$ cat src/rtl/nibble_add_seq.sv
// Sequences a shared external 4-bit adder slice to add or subtract WIDTH-bit
// operands one nibble per clock, LSB nibble first, with valid/ready on both sides.
module nibble_add_seq #(
    parameter int WIDTH = 16,
    localparam int NIB = WIDTH / 4
) (
    input  logic             clk,
    input  logic             rst_n,
    input  logic             in_valid,
    output logic             in_ready,
    input  logic [WIDTH-1:0] op_a,
    input  logic [WIDTH-1:0] op_b,
    input  logic             op_cin,
    input  logic             op_sub,
    output logic             out_valid,
    input  logic             out_ready,
    output logic [WIDTH-1:0] sum,
    output logic             cout,
    output logic             ovf,
    output logic [3:0]       add_a,
    output logic [3:0]       add_b,
    output logic             add_cin,
    input  logic [3:0]       add_s,
    input  logic             add_cout
);

    localparam int IDXW = (NIB > 1) ? $clog2(NIB) : 1;

    if ((WIDTH % 4) != 0 || WIDTH < 4) begin : g_width_check
        $error("nibble_add_seq: WIDTH must be a multiple of 4 and at least 4");
    end

    typedef enum logic [1:0] {
        IDLE = 2'd0,
        RUN  = 2'd1,
        DONE = 2'd2
    } state_t;

    state_t            state_q, state_d;
    logic [WIDTH-1:0]  a_q, a_d;
    logic [WIDTH-1:0]  bx_q, bx_d;
    logic              carry_q, carry_d;
    logic [IDXW-1:0]   idx_q, idx_d;
    logic [WIDTH-1:0]  sum_q, sum_d;
    logic              cout_q, cout_d;
    logic              ovf_q, ovf_d;
    logic              out_valid_q, out_valid_d;

    always_comb begin
        state_d     = state_q;
        a_d         = a_q;
        bx_d        = bx_q;
        carry_d     = carry_q;
        idx_d       = idx_q;
        sum_d       = sum_q;
        cout_d      = cout_q;
        ovf_d       = ovf_q;
        out_valid_d = out_valid_q;
        add_a       = 4'd0;
        add_b       = 4'd0;
        add_cin     = 1'b0;

        unique case (state_q)
            IDLE: begin
                if (in_valid) begin
                    // Subtraction is A + ~B + ~borrow through the same adder path.
                    a_d     = op_a;
                    bx_d    = op_sub ? ~op_b : op_b;
                    carry_d = op_sub ^ op_cin;
                    idx_d   = '0;
                    state_d = RUN;
                end
            end
            RUN: begin
                add_a   = a_q[4*idx_q +: 4];
                add_b   = bx_q[4*idx_q +: 4];
                add_cin = carry_q;
                sum_d[4*idx_q +: 4] = add_s;
                carry_d = add_cout;
                idx_d   = idx_q + 1'b1;
                if (idx_q == IDXW'(NIB - 1)) begin
                    cout_d      = add_cout;
                    ovf_d       = (a_q[WIDTH-1] == bx_q[WIDTH-1]) &&
                                  (add_s[3] != a_q[WIDTH-1]);
                    out_valid_d = 1'b1;
                    state_d     = DONE;
                end
            end
            DONE: begin
                if (out_ready) begin
                    out_valid_d = 1'b0;
                    state_d     = IDLE;
                end
            end
            default: state_d = IDLE;
        endcase
    end

    always_ff @(posedge clk) begin
        if (!rst_n) begin
            state_q     <= IDLE;
            carry_q     <= 1'b0;
            idx_q       <= '0;
            sum_q       <= '0;
            cout_q      <= 1'b0;
            ovf_q       <= 1'b0;
            out_valid_q <= 1'b0;
        end else begin
            state_q     <= state_d;
            carry_q     <= carry_d;
            idx_q       <= idx_d;
            sum_q       <= sum_d;
            cout_q      <= cout_d;
            ovf_q       <= ovf_d;
            out_valid_q <= out_valid_d;
        end
    end

    // Operand registers only change on accept, so they need no reset.
    always_ff @(posedge clk) begin
        a_q  <= a_d;
        bx_q <= bx_d;
    end

    assign in_ready  = (state_q == IDLE) && rst_n;
    assign out_valid = out_valid_q;
    assign sum       = sum_q;
    assign cout      = cout_q;
    assign ovf       = ovf_q;

endmodule

$ cat config.mk
export PLATFORM = sky130hd
export DESIGN_NAME = nibble_add_seq
export DESIGN_NICKNAME = d
export VERILOG_FILES = /design/src/rtl/nibble_add_seq.sv
export SDC_FILE = /design/constraint.sdc
export NUM_CORES = 1
export LEC_CHECK = 0
export CORE_MARGIN = 1.5
export CORE_UTILIZATION = 47
export DETAILED_ROUTE_END_ITERATION = 10
export PLACE_DENSITY = 0.79
export SYNTH_ARGS = -nofsm -noshare
export SYNTH_HDL_FRONTEND = slang
export SYNTH_SLANG_ARGS = --single-unit
export TNS_END_PERCENT = 100
$ cat constraint.sdc
create_clock -name clk -period 3.5 [get_ports clk]
set_input_delay 0.35 -clock clk [delete_from_list [all_inputs] [get_ports clk]]
set_output_delay 0.35 -clock clk [all_outputs]
set_load 0.02 [all_outputs]
# == Word level (Yosys, flattened, before mapping) ==
# Cells that the tools add are included.
# op_classes
addsub,2
n_mul,0
div,0
n_lt_le_gt_ge,0
n_eq_ne,8
shifts,4
n_mux,16
bitwise,2
n_reduce_logical,10
# ops
operator,count
$neg 4->34,1
$shift 4x34->16 const A,1
$shiftx 4x34->16,1
$shiftx 16x5->4,2
$bwmux 16,1
$mux 16,1
$not 16->16,1
$mux 2,4
$mux 4,2
$ne 2x2->1 const B,3
$pmux 2 s3,1
$reduce_and 2->1,3
$reduce_and 3->1,2
$eq 2x2->1 const B,2
$mux 1,4
$pmux 1 s2,2
$pmux 2 s2,1
$reduce_bool 2->1,2
$add 2x1->2 const B,1
$eq 2x1->1 const B,1
$logic_and 1x1->1,2
$logic_not 2->1,1
$eq 1x1->1,1
$ne 1x1->1,1
$xor 1x1->1,1
# totals
regBits,56
latchBits,0
mem_bits_rw,0
rom_bits,0
output_inout_bits,29
memories,0

# == Depth between registers and ports, before layout ==
# Gate-level depths: netlist of the first run.
# depth
depth_word,3
mapped_depth,7
ltp_nobuf,5

# == Worst setup path after synthesis of the first run ==
# OpenSTA, ideal clock, no wires.
# synth_path
path_type,register to register
from,register state_q[0]
to,register a_q[0] (enable)
setup_time_ps,421
t_arrival_ps,2006
slack_ps,1073
stages_incl_launch_ff,4
path_buffers,1
path_cell_list,dfxtp_1 > buf_4 > nand2b_1 > nor2_1
# synth_via
elab_chain_len,2
# synth_lines
item,line_no,source
"start, declared",39,"state_t state_q, state_d;"
"start signal, assigned",109,state_q <= state_d;
$logic_not 2->1,63,unique case (state_q)
$reduce_and 2->1 (no source line),n/a,
"end signal, assigned",121,a_q <= a_d;
"end, declared",40,"logic [WIDTH-1:0] a_q, a_d;"
# No other way between the ends.
# A chain may end at the register's enable or synchronous reset.

# == Final worst setup path of the first run ==
# layout_path
from,register idx_q[0]
to,output port add_b[0]
# layout_via
elab_chain_len,2
# layout_lines
item,line_no,source
"start, declared",43,"logic [IDXW-1:0] idx_q, idx_d;"
"start signal, assigned",111,idx_q <= idx_d;
$shiftx 16x5->4,76,add_b = bx_q[4*idx_q +: 4];
$mux 4,63,
"end, declared",21,"output logic [3:0] add_b,"
# No other way between the ends.

==> impl_metrics.xml, run 1 <==
<?xml version="1.0" encoding="UTF-8"?>
<metrics>
  <group name="outcome">
    <metric name="run_status" unit="">finished clean</metric>
  </group>
  <group name="clock_network">
    <metric name="post_cts_buffers" unit="">0</metric>
    <metric name="cts_root_buffer" unit="">clkbuf_8</metric>
    <metric name="post_cts.resized_instances" unit="">0</metric>
    <metric name="maximum_buffer_depth_of_the_clock_tree" unit="">2</metric>
    <metric name="clkLatencyLatePin" unit="ps">310</metric>
    <metric name="number_of_levels_in_the_clock_h_tree" unit="">2</metric>
    <metric name="clkTransAtPathRegs" unit="ps">100</metric>
    <metric name="cts-buffers-inserted" unit="">5</metric>
    <metric name="cts_sinks" unit="">56</metric>
    <metric name="tritoncts_clock_tree" unit="">built</metric>
    <metric name="cts_hold_repair.buffers" unit="">0</metric>
  </group>
  <group name="pwr">
    <metric name="irDropWorstVdd" unit="µV">216</metric>
    <metric name="power_leakage" unit="nW">1.16</metric>
    <metric name="post-layout-total-power" unit="mW">1.31</metric>
    <metric name="pwr_density_cell" unit="nW/µm²">396</metric>
  </group>
  <group name="logic_synthesis">
    <metric name="yosys-top-cells-area" unit="">edfxtp_1, dfxtp_1, xor2_1, mux4_1, mux4_2</metric>
    <metric name="post-synth-top-area-cell" unit="">edfxtp_1</metric>
    <metric name="syn-mean-instance-area" unit="µm²">13.2</metric>
    <metric name="synthesized_netlist_cell_count" unit="">186</metric>
    <metric name="synth_area" unit="µm²">2460</metric>
    <metric name="synth_fp_nets" unit="">235</metric>
    <metric name="yosys.cell_types.count" unit="">38</metric>
    <metric name="ys.warnings.count" unit="">0</metric>
    <metric name="netlist.area_leader.share" unit="%">39.1</metric>
    <metric name="register_area_share_after_synthesis" unit="%">58.6</metric>
    <metric name="synth-seq-cells" unit="">56</metric>
  </group>
  <group name="setup_path">
    <metric name="cp_cell_sequence" unit="">mux4_1 -&gt; and2_1 -&gt; clkdlybuf4s50_1</metric>
    <metric name="critical_path.reg2reg.startpoint" unit="">idx_q[0]</metric>
    <metric name="critical-path-slowest-cell" unit="">dfxtp_1</metric>
    <metric name="critPathMaxStageDelay" unit="ps">870</metric>
    <metric name="critPathMaxFanout" unit="">18</metric>
    <metric name="setup.reg_to_reg.worst_slack" unit="ps">1180</metric>
    <metric name="critical_path.reg2reg.endpoint" unit="">sum[11]</metric>
    <metric name="setup.worst_path.start_class" unit="">register</metric>
    <metric name="data_required_time_at_the_worst_endpoint" unit="ps">3150</metric>
    <metric name="worst-setup-path-type" unit="">reg -&gt; out</metric>
    <metric name="worst_setup_path_end_kind" unit="">primary output</metric>
    <metric name="arrival" unit="ps">2520</metric>
    <metric name="rr_worst_depth" unit="">5</metric>
  </group>
  <group name="routing">
    <metric name="drt-pass1-iter-count" unit="">4</metric>
    <metric name="dr.first_iter.drc_count" unit="">104</metric>
    <metric name="antenna_violating_nets_post_route" unit="">0</metric>
    <metric name="drt_drc_violations_left" unit="">0</metric>
    <metric name="detail_route.wl_per_cell" unit="µm">14.0</metric>
    <metric name="detail_route.wirelength" unit="µm">4570</metric>
    <metric name="via_count" unit="">1668</metric>
    <metric name="number_of_vias_per_cell_after_detailed_routing" unit="">5.10</metric>
  </group>
  <group name="sta">
    <metric name="fin_tns_setup" unit="ps">0</metric>
    <metric name="rsz0062_at_grt" unit="">no</metric>
    <metric name="clock.fmax" unit="MHz">348</metric>
    <metric name="fin_hold_ws" unit="ps">472</metric>
    <metric name="clock_skew" unit="ps">7.44</metric>
    <metric name="timing.final.setup_violations" unit="">0</metric>
    <metric name="final-hold-violation-count" unit="">0</metric>
    <metric name="timing_worst_slew_pin_value" unit="ps">829</metric>
    <metric name="layout_min_cycle_time" unit="ps">2870</metric>
    <metric name="final_min_period_over_clock_period" unit="%">82.0</metric>
    <metric name="slew_viol_final" unit="">0</metric>
    <metric name="slew-limit-headroom" unit="%">44.6</metric>
  </group>
  <group name="die">
    <metric name="design.die.area" unit="µm²">5680</metric>
    <metric name="boundaryPins" unit="">72</metric>
    <metric name="std_cell_rows" unit="">26</metric>
    <metric name="floorplan.die.width" unit="µm">75.3</metric>
    <metric name="die-height" unit="µm">75.3</metric>
    <metric name="start_util" unit="%">48.5</metric>
    <metric name="floorplan.core_area" unit="µm²">5070</metric>
  </group>
  <group name="worst_hold_path">
    <metric name="worstHoldStart" unit="">sum[13]</metric>
    <metric name="timing.hold.worst_endpoint" unit="">sum[13]</metric>
    <metric name="tightest_hold_check_type" unit="">reg -&gt; reg</metric>
    <metric name="whs_path_depth" unit="">2</metric>
  </group>
  <group name="finish">
    <metric name="area.growth.synth_to_final" unit="%">34.4</metric>
    <metric name="layout-drive-gt1-share" unit="%">6.61</metric>
    <metric name="antenna_cells" unit="">0</metric>
    <metric name="num-nets-final" unit="">305</metric>
    <metric name="nFillCells" unit="">415</metric>
  </group>
  <group name="placed_design">
    <metric name="port_buffers" unit="">71</metric>
    <metric name="place_congestion" unit="">0.787</metric>
    <metric name="detailed_place_hpwl" unit="µm">3380</metric>
  </group>
  <group name="global_route">
    <metric name="grt_first_pass_wirelength" unit="µm">7530</metric>
    <metric name="grt.total_usage" unit="%">18.1</metric>
    <metric name="grt_antenna_before_repair" unit="">0</metric>
    <metric name="largest_net_degree_at_the_start_of_global_routing" unit="">33</metric>
    <metric name="grt_pass1_vias" unit="">1609</metric>
    <metric name="gr-total-overflow" unit="">0</metric>
  </group>
  <group name="job">
    <metric name="drv_cap" unit="">0</metric>
  </group>
</metrics>
## registers in the layout (all words and copies together), names as in the netlist
name       count
a_q           16
bx_q          16
sum           16
idx_q          2
state_q        2
carry_q        1
cout           1
out_valid      1
ovf            1
## critical path: cells and delay by family (launching register included)
family        cells  cell delay, ps
simple gates      1             170
buf+inv           1             550
mux               1             630
flops             1             870
## kinds of logic (layout without fill, tap and decap cells)
logic type                 count (synthesis)  in the layout  synth area share (%)
adders and majority gates                  6              6                  3.05
buffers and inverters                     14             85                  3.20
and+or+nand+nor                           52             52                  11.8
DFF                                       56             56                  58.6
xor gates and xnor gates                  17             17                  6.05
AOI/OAI and AO/OA                         32             32                  8.95
muxes                                      9              9                  8.34
## Yosys cell counts, drive strengths merged
master   instances
edfxtp          32
dfxtp           24
xor2            16
nand2           15
a21oi           10
and2            10
mux4             8
a22o             7
nand2b           7
buf              6
ha               6
nor2             6
o22ai            6
clkbuf           4
inv              3
nand3            3
nand3b           3
and3b            2
nor3             2
o32ai            2
a211oi           1
a21boi           1
a22oi            1
clkinv           1
mux2i            1
nor2b            1
nor4             1
nor4b            1
nor4bb           1
o211ai           1
o21a             1
o21bai           1
o2bb2ai          1
xnor2            1
## where the power goes
| group | switching, mW | leakage [nW] | total, mW | internal (mW) |
|---|---|---|---|---|
| sequential | 0.0191 | 0.501 | 0.756 | 0.737 |
| combinational | 0.0803 | 0.609 | 0.183 | 0.103 |
| clock | 0.222 | 0.0491 | 0.370 | 0.148 |
## cell type report
class / count / area, µm² / share of cell area (%)
sequential: 56 / 1440 / 43.6
multi-input combinational: 116 / 942 / 28.5
timing repair buffer: 73 / 726 / 21.9
tap: 70 / 87.6 / 2.65
clock buffer: 5 / 68.8 / 2.08
clock inverter: 3 / 26.3 / 0.795
inverter: 4 / 15.0 / 0.454
## layout by cell type, fill, tap and decap left out, types with 2 or more instances in the layout
cell,Yosys,final
o32ai_1,2,2
inv_6,0,2
a21oi_1,10,10
nor2_1,6,5
xor2_1,16,16
dfxtp_1,24,24
ha_1,6,6
and2_1,10,10
mux4_2,4,4
nand3_1,3,3
a22o_1,7,7
clkdlybuf4s50_1,0,71
and3b_1,2,2
inv_1,3,3
buf_4,1,2
nand3b_1,3,3
o22ai_1,6,6
nand2b_1,7,7
nand2_1,15,15
clkbuf_8,0,5
mux4_1,4,4
edfxtp_1,32,32
nor3_1,2,2
## stage by stage
step / std cells / area [µm²] / setup WS, ps / utilization (%)
final: 327 / 3310 / 629 / 65.2
after global routing: 327 / 3310 / 442 / 65.2
after CTS: 327 / 3310 / 559 / 65.2
after detailed placement: 319 / 3210 / 918 / 63.3
after global placement: 319 / 3210 / 958 / 63.3
after floorplan: 186 / 2460 / 1070 / -
## worst max-delay path by stage
stage / startpoint / endpoint / slack [ps] / depth (start not counted)
2_1_floorplan: state_q[0] / a_q[0] / 1070 / 3
3_3_place_gp: idx_q[0] / add_b[3] / 960 / 3
3_5_place_dp: idx_q[0] / add_b[3] / 920 / 3
4_1_cts: idx_q[0] / add_b[0] / 560 / 3
5_1_grt: idx_q[0] / add_b[3] / 440 / 3
6_report: idx_q[0] / add_b[0] / 630 / 3
## routing by layer
| layer | routed length [µm] | vias up | part of all wire [%] | GRT usage (%) |
|---|---|---|---|---|
| li1 | - | 822 | - | - |
| met1 | 2000 | 784 | 44 | 22.4 |
| met2 | 2190 | 57 | 48 | 30.1 |
| met3 | 343 | 5 | 7.5 | 6.75 |
| met4 | 37 | 0 | 0.81 | 4.76 |
| met5 | 0 | - | 0 | 0 |
(Power assumes the default switching activity.)
==> inputs of run 2 (changes only) <==
==> constraint.sdc (replaced) <==
create_clock -name clk -period 2.7 [get_ports clk]
set_input_delay 0.27 -clock clk [delete_from_list [all_inputs] [get_ports clk]]
set_output_delay 0.27 -clock clk [all_outputs]
set_load 0.02 [all_outputs]
==> run 2 against run 1 <==
Count of clock-buffer cells in the layout rose by 2. Final cell count is 0.92% higher. Non-clock buffer count up 3. Sequential cell count unchanged. First-iteration DRC count down 43%. Via count decreased by 0.54%. Sequential share of layout area fell by 0.12 points. Core utilization increased by 0.17 points. Sequential power up 29%. Critical endpoint is now add_a[3]. Largest power group unchanged.
==> impl_metrics.xml, run 2 (same netlist as run 1, synthesis figures left out) <==
<?xml version="1.0" encoding="UTF-8"?>
<metrics>
  <group name="clock_network">
    <metric name="tritoncts_clock_tree" unit="">built</metric>
    <metric name="maximum_buffer_depth_of_the_clock_tree" unit="">2</metric>
    <metric name="cts_sinks" unit="">56</metric>
    <metric name="clkTransAtPathRegs" unit="ps">80</metric>
    <metric name="cts-buffers-inserted" unit="">5</metric>
    <metric name="number_of_levels_in_the_clock_h_tree" unit="">2</metric>
    <metric name="cts_hold_repair.buffers" unit="">0</metric>
    <metric name="post_cts_buffers" unit="">0</metric>
    <metric name="clkLatencyLatePin" unit="ps">310</metric>
    <metric name="cts_root_buffer" unit="">clkbuf_8</metric>
    <metric name="post_cts.resized_instances" unit="">0</metric>
  </group>
  <group name="job">
    <metric name="drv_cap" unit="">0</metric>
  </group>
  <group name="die">
    <metric name="floorplan.die.width" unit="µm">75.3</metric>
    <metric name="design.die.area" unit="µm²">5680</metric>
    <metric name="start_util" unit="%">48.5</metric>
    <metric name="boundaryPins" unit="">72</metric>
    <metric name="die-height" unit="µm">75.3</metric>
    <metric name="floorplan.core_area" unit="µm²">5070</metric>
    <metric name="std_cell_rows" unit="">26</metric>
  </group>
  <group name="finish">
    <metric name="nFillCells" unit="">437</metric>
    <metric name="final_common_cell" unit="">clkdlybuf4s50_1</metric>
    <metric name="fin_cells" unit="">330</metric>
    <metric name="antenna_cells" unit="">0</metric>
    <metric name="area.growth.synth_to_final" unit="%">34.8</metric>
    <metric name="layout-drive-gt1-share" unit="%">6.92</metric>
    <metric name="num-nets-final" unit="">308</metric>
    <metric name="post-route-util" unit="%">65.3</metric>
    <metric name="layout_common_cells" unit="">clkdlybuf4s50_1, edfxtp_1, dfxtp_1</metric>
  </group>
  <group name="setup_path">
    <metric name="setup.worst_path.start_class" unit="">register</metric>
    <metric name="data_required_time_at_the_worst_endpoint" unit="ps">2430</metric>
    <metric name="setup.reg_to_reg.worst_slack" unit="ps">660</metric>
    <metric name="worst_setup_path_end_kind" unit="">primary output</metric>
    <metric name="worst-setup-path-type" unit="">reg -&gt; out</metric>
    <metric name="rr_worst_depth" unit="">5</metric>
    <metric name="arrival" unit="ps">2100</metric>
    <metric name="critPathMaxFanout" unit="">9</metric>
  </group>
  <group name="sta">
    <metric name="setup_slack" unit="ps">331</metric>
    <metric name="timing.final.setup_violations" unit="">0</metric>
    <metric name="fin_hold_ws" unit="ps">462</metric>
    <metric name="timing_worst_slew_pin_value" unit="ps">829</metric>
    <metric name="rsz0062_at_grt" unit="">no</metric>
    <metric name="final_min_period_over_clock_period" unit="%">87.7</metric>
    <metric name="final-hold-violation-count" unit="">0</metric>
    <metric name="clock.fmax" unit="MHz">422</metric>
    <metric name="fin_tns_setup" unit="ps">0</metric>
    <metric name="slew-limit-headroom" unit="%">44.5</metric>
    <metric name="layout_min_cycle_time" unit="ps">2370</metric>
    <metric name="slew_viol_final" unit="">0</metric>
    <metric name="clock_skew" unit="ps">6.35</metric>
  </group>
  <group name="global_route">
    <metric name="largest_net_degree_at_the_start_of_global_routing" unit="">33</metric>
    <metric name="gr-total-overflow" unit="">0</metric>
    <metric name="grt_antenna_before_repair" unit="">0</metric>
    <metric name="grt_first_pass_wirelength" unit="µm">7550</metric>
    <metric name="grt_pass1_vias" unit="">1653</metric>
    <metric name="grt.total_usage" unit="%">18.1</metric>
  </group>
  <group name="routing">
    <metric name="via_count" unit="">1659</metric>
    <metric name="detail_route.wl_per_cell" unit="µm">14.2</metric>
    <metric name="dr.first_iter.drc_count" unit="">59</metric>
    <metric name="drt_drc_violations_left" unit="">0</metric>
    <metric name="detail_route.wirelength" unit="µm">4690</metric>
    <metric name="number_of_vias_per_cell_after_detailed_routing" unit="">5.03</metric>
    <metric name="drt-pass1-iter-count" unit="">4</metric>
    <metric name="antenna_violating_nets_post_route" unit="">0</metric>
  </group>
  <group name="placed_design">
    <metric name="detailed_place_hpwl" unit="µm">3600</metric>
    <metric name="dp_cells" unit="">322</metric>
    <metric name="dpl_ws" unit="ps">652</metric>
    <metric name="port_buffers" unit="">71</metric>
    <metric name="place_congestion" unit="">0.823</metric>
  </group>
  <group name="pwr">
    <metric name="pwr_density_cell" unit="nW/µm²">498</metric>
    <metric name="power_leakage" unit="nW">1.17</metric>
    <metric name="irDropWorstVdd" unit="µV">346</metric>
  </group>
  <group name="outcome">
    <metric name="run_status" unit="">finished clean</metric>
  </group>
  <group name="worst_hold_path">
    <metric name="tightest_hold_check_type" unit="">reg -&gt; reg</metric>
    <metric name="whs_path_depth" unit="">2</metric>
  </group>
</metrics>
-- run 2: layout make-up --
| class | instances | area (µm²) | share of cell area (%) |
|---|---|---|---|
| clock inverters | 1 | 5.00 | 0.151 |
| inverters | 4 | 15.0 | 0.453 |
| multi-input cells | 116 | 942 | 28.4 |
| repair buffers | 76 | 748 | 22.6 |
| flip-flops and latches | 56 | 1440 | 43.5 |
| well taps | 70 | 87.6 | 2.64 |
| clock buffers | 7 | 76.3 | 2.30 |
-- run 2: routing by layer --
metal	track usage, %	part of all wire, %
met1	20.9	40
met2	31.4	50
met3	6.75	8.8
met4	5.95	1.3
met5	0	0
-- run 2: report_power, final --
part | internal, mW | switching [mW]
Clock | 0.182 | 0.245
Combinational | 0.138 | 0.112
Sequential | 0.955 | 0.0179
Total | 1.28 | 0.375
-- run 2: worst max-delay path, stage by stage, from the launching register on --
cell and delay [ps]:
dfxtp_1 340, buf_4 190, mux4_1 560, and2_1 170
clkdlybuf4s50_1 530
-- run 2: per-stage QoR --
step                power (mW)  instance area [µm²]
floorplan                 1.12                 2460
global placement          1.24                 3230
detailed placement        1.25                 3230
CTS                       1.68                 3320
global route              1.73                 3320
finish                    1.65                 3320
-- run 2: path summary, 6_finish.rpt --
path            start       end
max          idx_q[0]  add_a[3]
min              cout      cout
max reg2reg  idx_q[1]    sum[9]
min reg2reg      cout      cout
==> inputs of run 3 (changes only) <==
--- a/config.mk
+++ b/config.mk
@@ -9,6 +9,7 @@
 export CORE_UTILIZATION = 47
 export DETAILED_ROUTE_END_ITERATION = 10
 export PLACE_DENSITY = 0.79
+export REMOVE_ABC_BUFFERS = 1
 export SYNTH_ARGS = -nofsm -noshare
 export SYNTH_HDL_FRONTEND = slang
 export SYNTH_SLANG_ARGS = --single-unit
==> run 3 against run 2 <==
Register-to-register slack got worse by 110 ps. Final cell count increased by 0.30%. Wire length increased by 3.6%. Via count increased by 1.6%. Non-clock buffer count increased by 1. Total power increased by 0.66%. Combinational power about the same. Fmax decreased by 3.7%. Sequential share of layout area decreased by 0.22 points. Die area unchanged.
==> impl_metrics.xml, run 3 (same netlist as run 1, synthesis figures left out) <==
<?xml version="1.0" encoding="UTF-8"?>
<metrics>
  <group name="clock_network">
    <metric name="post_cts_buffers" unit="">0</metric>
    <metric name="clkTransAtPathRegs" unit="ps">90</metric>
    <metric name="tritoncts_clock_tree" unit="">built</metric>
    <metric name="maximum_buffer_depth_of_the_clock_tree" unit="">2</metric>
    <metric name="number_of_levels_in_the_clock_h_tree" unit="">2</metric>
    <metric name="cts-buffers-inserted" unit="">5</metric>
    <metric name="cts_root_buffer" unit="">clkbuf_8</metric>
    <metric name="cts_sinks" unit="">56</metric>
    <metric name="clkLatencyLatePin" unit="ps">300</metric>
  </group>
  <group name="routing">
    <metric name="drt-pass1-iter-count" unit="">4</metric>
    <metric name="dr.first_iter.drc_count" unit="">70</metric>
    <metric name="detail_route.wirelength" unit="µm">4860</metric>
    <metric name="via_count" unit="">1685</metric>
    <metric name="antenna_violating_nets_post_route" unit="">0</metric>
    <metric name="detail_route.wl_per_cell" unit="µm">14.7</metric>
    <metric name="drt_drc_violations_left" unit="">0</metric>
    <metric name="number_of_vias_per_cell_after_detailed_routing" unit="">5.09</metric>
  </group>
  <group name="sta">
    <metric name="layout_min_cycle_time" unit="ps">2460</metric>
    <metric name="final-hold-violation-count" unit="">0</metric>
    <metric name="timing.final.setup_violations" unit="">0</metric>
    <metric name="fin_tns_setup" unit="ps">0</metric>
    <metric name="rsz0062_at_grt" unit="">no</metric>
    <metric name="slew_viol_final" unit="">0</metric>
    <metric name="clock_skew" unit="ps">3.94</metric>
    <metric name="final_min_period_over_clock_period" unit="%">91.1</metric>
    <metric name="slew-limit-headroom" unit="%">59.3</metric>
    <metric name="timing_worst_slew_pin_value" unit="ps">609</metric>
    <metric name="clock.fmax" unit="MHz">407</metric>
  </group>
  <group name="setup_path">
    <metric name="critical_path.reg2reg.endpoint" unit="">sum[11]</metric>
    <metric name="data_required_time_at_the_worst_endpoint" unit="ps">2430</metric>
    <metric name="worst_setup_path_end_kind" unit="">primary output</metric>
    <metric name="worst-setup-path-type" unit="">reg -&gt; out</metric>
    <metric name="setup.worst_path.start_class" unit="">register</metric>
    <metric name="rr_worst_depth" unit="">5</metric>
    <metric name="critPathMaxStageDelay" unit="ps">550</metric>
    <metric name="critical-path-slowest-cell" unit="">mux4_1</metric>
    <metric name="arrival" unit="ps">2190</metric>
    <metric name="cp_cell_sequence" unit="">buf_12 -&gt; mux4_1 -&gt; and2_1 -&gt; clkdlybuf4s50_1</metric>
    <metric name="setup.reg_to_reg.worst_slack" unit="ps">550</metric>
    <metric name="critical_path.reg2reg.startpoint" unit="">idx_q[1]</metric>
    <metric name="critPathMaxFanout" unit="">10</metric>
  </group>
  <group name="die">
    <metric name="std_cell_rows" unit="">26</metric>
    <metric name="floorplan.die.width" unit="µm">75.3</metric>
    <metric name="boundaryPins" unit="">72</metric>
    <metric name="design.die.area" unit="µm²">5680</metric>
    <metric name="floorplan.core_area" unit="µm²">5070</metric>
    <metric name="start_util" unit="%">48.5</metric>
    <metric name="die-height" unit="µm">75.3</metric>
  </group>
  <group name="global_route">
    <metric name="grt_pass1_vias" unit="">1625</metric>
    <metric name="grt.total_usage" unit="%">18.9</metric>
    <metric name="gr-total-overflow" unit="">0</metric>
    <metric name="grt_first_pass_wirelength" unit="µm">7600</metric>
    <metric name="largest_net_degree_at_the_start_of_global_routing" unit="">33</metric>
    <metric name="grt_antenna_before_repair" unit="">0</metric>
  </group>
  <group name="finish">
    <metric name="layout.area.seq" unit="µm²">1440</metric>
    <metric name="num-nets-final" unit="">309</metric>
    <metric name="area.growth.synth_to_final" unit="%">35.6</metric>
    <metric name="post-route-util" unit="%">65.7</metric>
    <metric name="layout-drive-gt1-share" unit="%">7.28</metric>
    <metric name="antenna_cells" unit="">0</metric>
    <metric name="nFillCells" unit="">418</metric>
    <metric name="layout_common_cells" unit="">clkdlybuf4s50_1, edfxtp_1, dfxtp_1</metric>
    <metric name="multi_input_area" unit="µm²">942</metric>
    <metric name="finish.instance_area" unit="µm²">3340</metric>
    <metric name="final_common_cell" unit="">clkdlybuf4s50_1</metric>
  </group>
  <group name="job">
    <metric name="drv_cap" unit="">0</metric>
  </group>
  <group name="pwr">
    <metric name="post-layout-total-power" unit="mW">1.66</metric>
    <metric name="pwr_density_cell" unit="nW/µm²">498</metric>
    <metric name="irDropWorstVdd" unit="µV">312</metric>
    <metric name="power_leakage" unit="nW">1.17</metric>
  </group>
  <group name="placed_design">
    <metric name="port_buffers" unit="">71</metric>
    <metric name="place_congestion" unit="">0.801</metric>
    <metric name="placed_area" unit="µm²">3250</metric>
    <metric name="detailed_place_hpwl" unit="µm">3700</metric>
  </group>
  <group name="worst_hold_path">
    <metric name="timing.hold.worst_endpoint" unit="">sum[13]</metric>
    <metric name="tightest_hold_check_type" unit="">reg -&gt; reg</metric>
    <metric name="whs_path_depth" unit="">2</metric>
    <metric name="worstHoldStart" unit="">sum[13]</metric>
  </group>
  <group name="outcome">
    <metric name="run_status" unit="">finished clean</metric>
  </group>
</metrics>
[run 3: worst max-delay path, delay by kind of cell, from the launching register on]
family	cells	cell delay [ps]
buf+inv	2	720
flops	1	440
mux	1	550
simple gates	1	170
[run 3: worst max path at each step]
stage,start,end,cells past startpoint
2_1_floorplan,state_q[0],a_q[0],2
3_3_place_gp,idx_q[0],add_b[3],4
3_5_place_dp,idx_q[0],add_b[3],4
4_1_cts,idx_q[0],add_b[3],4
5_1_grt,state_q[0],add_b[3],3
6_report,idx_q[0],add_b[3],4
[run 3: through the flow]
step | worst slack [ps] | cells | hold slack [ps]
after global placement | 496 | 323 | 443
after floorplan | 329 | 176 | 369
after detailed placement | 448 | 323 | 452
final | 240 | 331 | 470
after CTS | 88.5 | 331 | 468
after global routing | 94.0 | 331 | 488
[run 3: where the power goes]
| part | switching (mW) | internal (mW) | total (mW) |
|---|---|---|---|
| logic | 0.111 | 0.141 | 0.252 |
| registers | 0.0213 | 0.955 | 0.977 |
| clock network | 0.251 | 0.181 | 0.433 |
| total | 0.383 | 1.28 | 1.66 |
[run 3: timing repair]
action | 4_1_cts | 5_1_grt
hold buffers | 0 | 0
endpoints found under the setup margin | 0 | 1
resized for setup | 0 | 1
[run 3: cell type report]
cell class,count,area share (%)
clock buffers,7,2.29
clock inverters,1,0.113
inverters,4,0.450
multi-input cells,116,28.2
flip-flops and latches,56,43.2
well taps,70,2.63
repair buffers,77,23.0
[run 3: layer usage]
layer  up-vias  wire length, µm  GRT usage, %
met5         -                0             0
met4         0               61          5.95
met3         6              341          7.01
met2        56             2570          34.4
met1       792             1890          20.4
li1        831                -             -
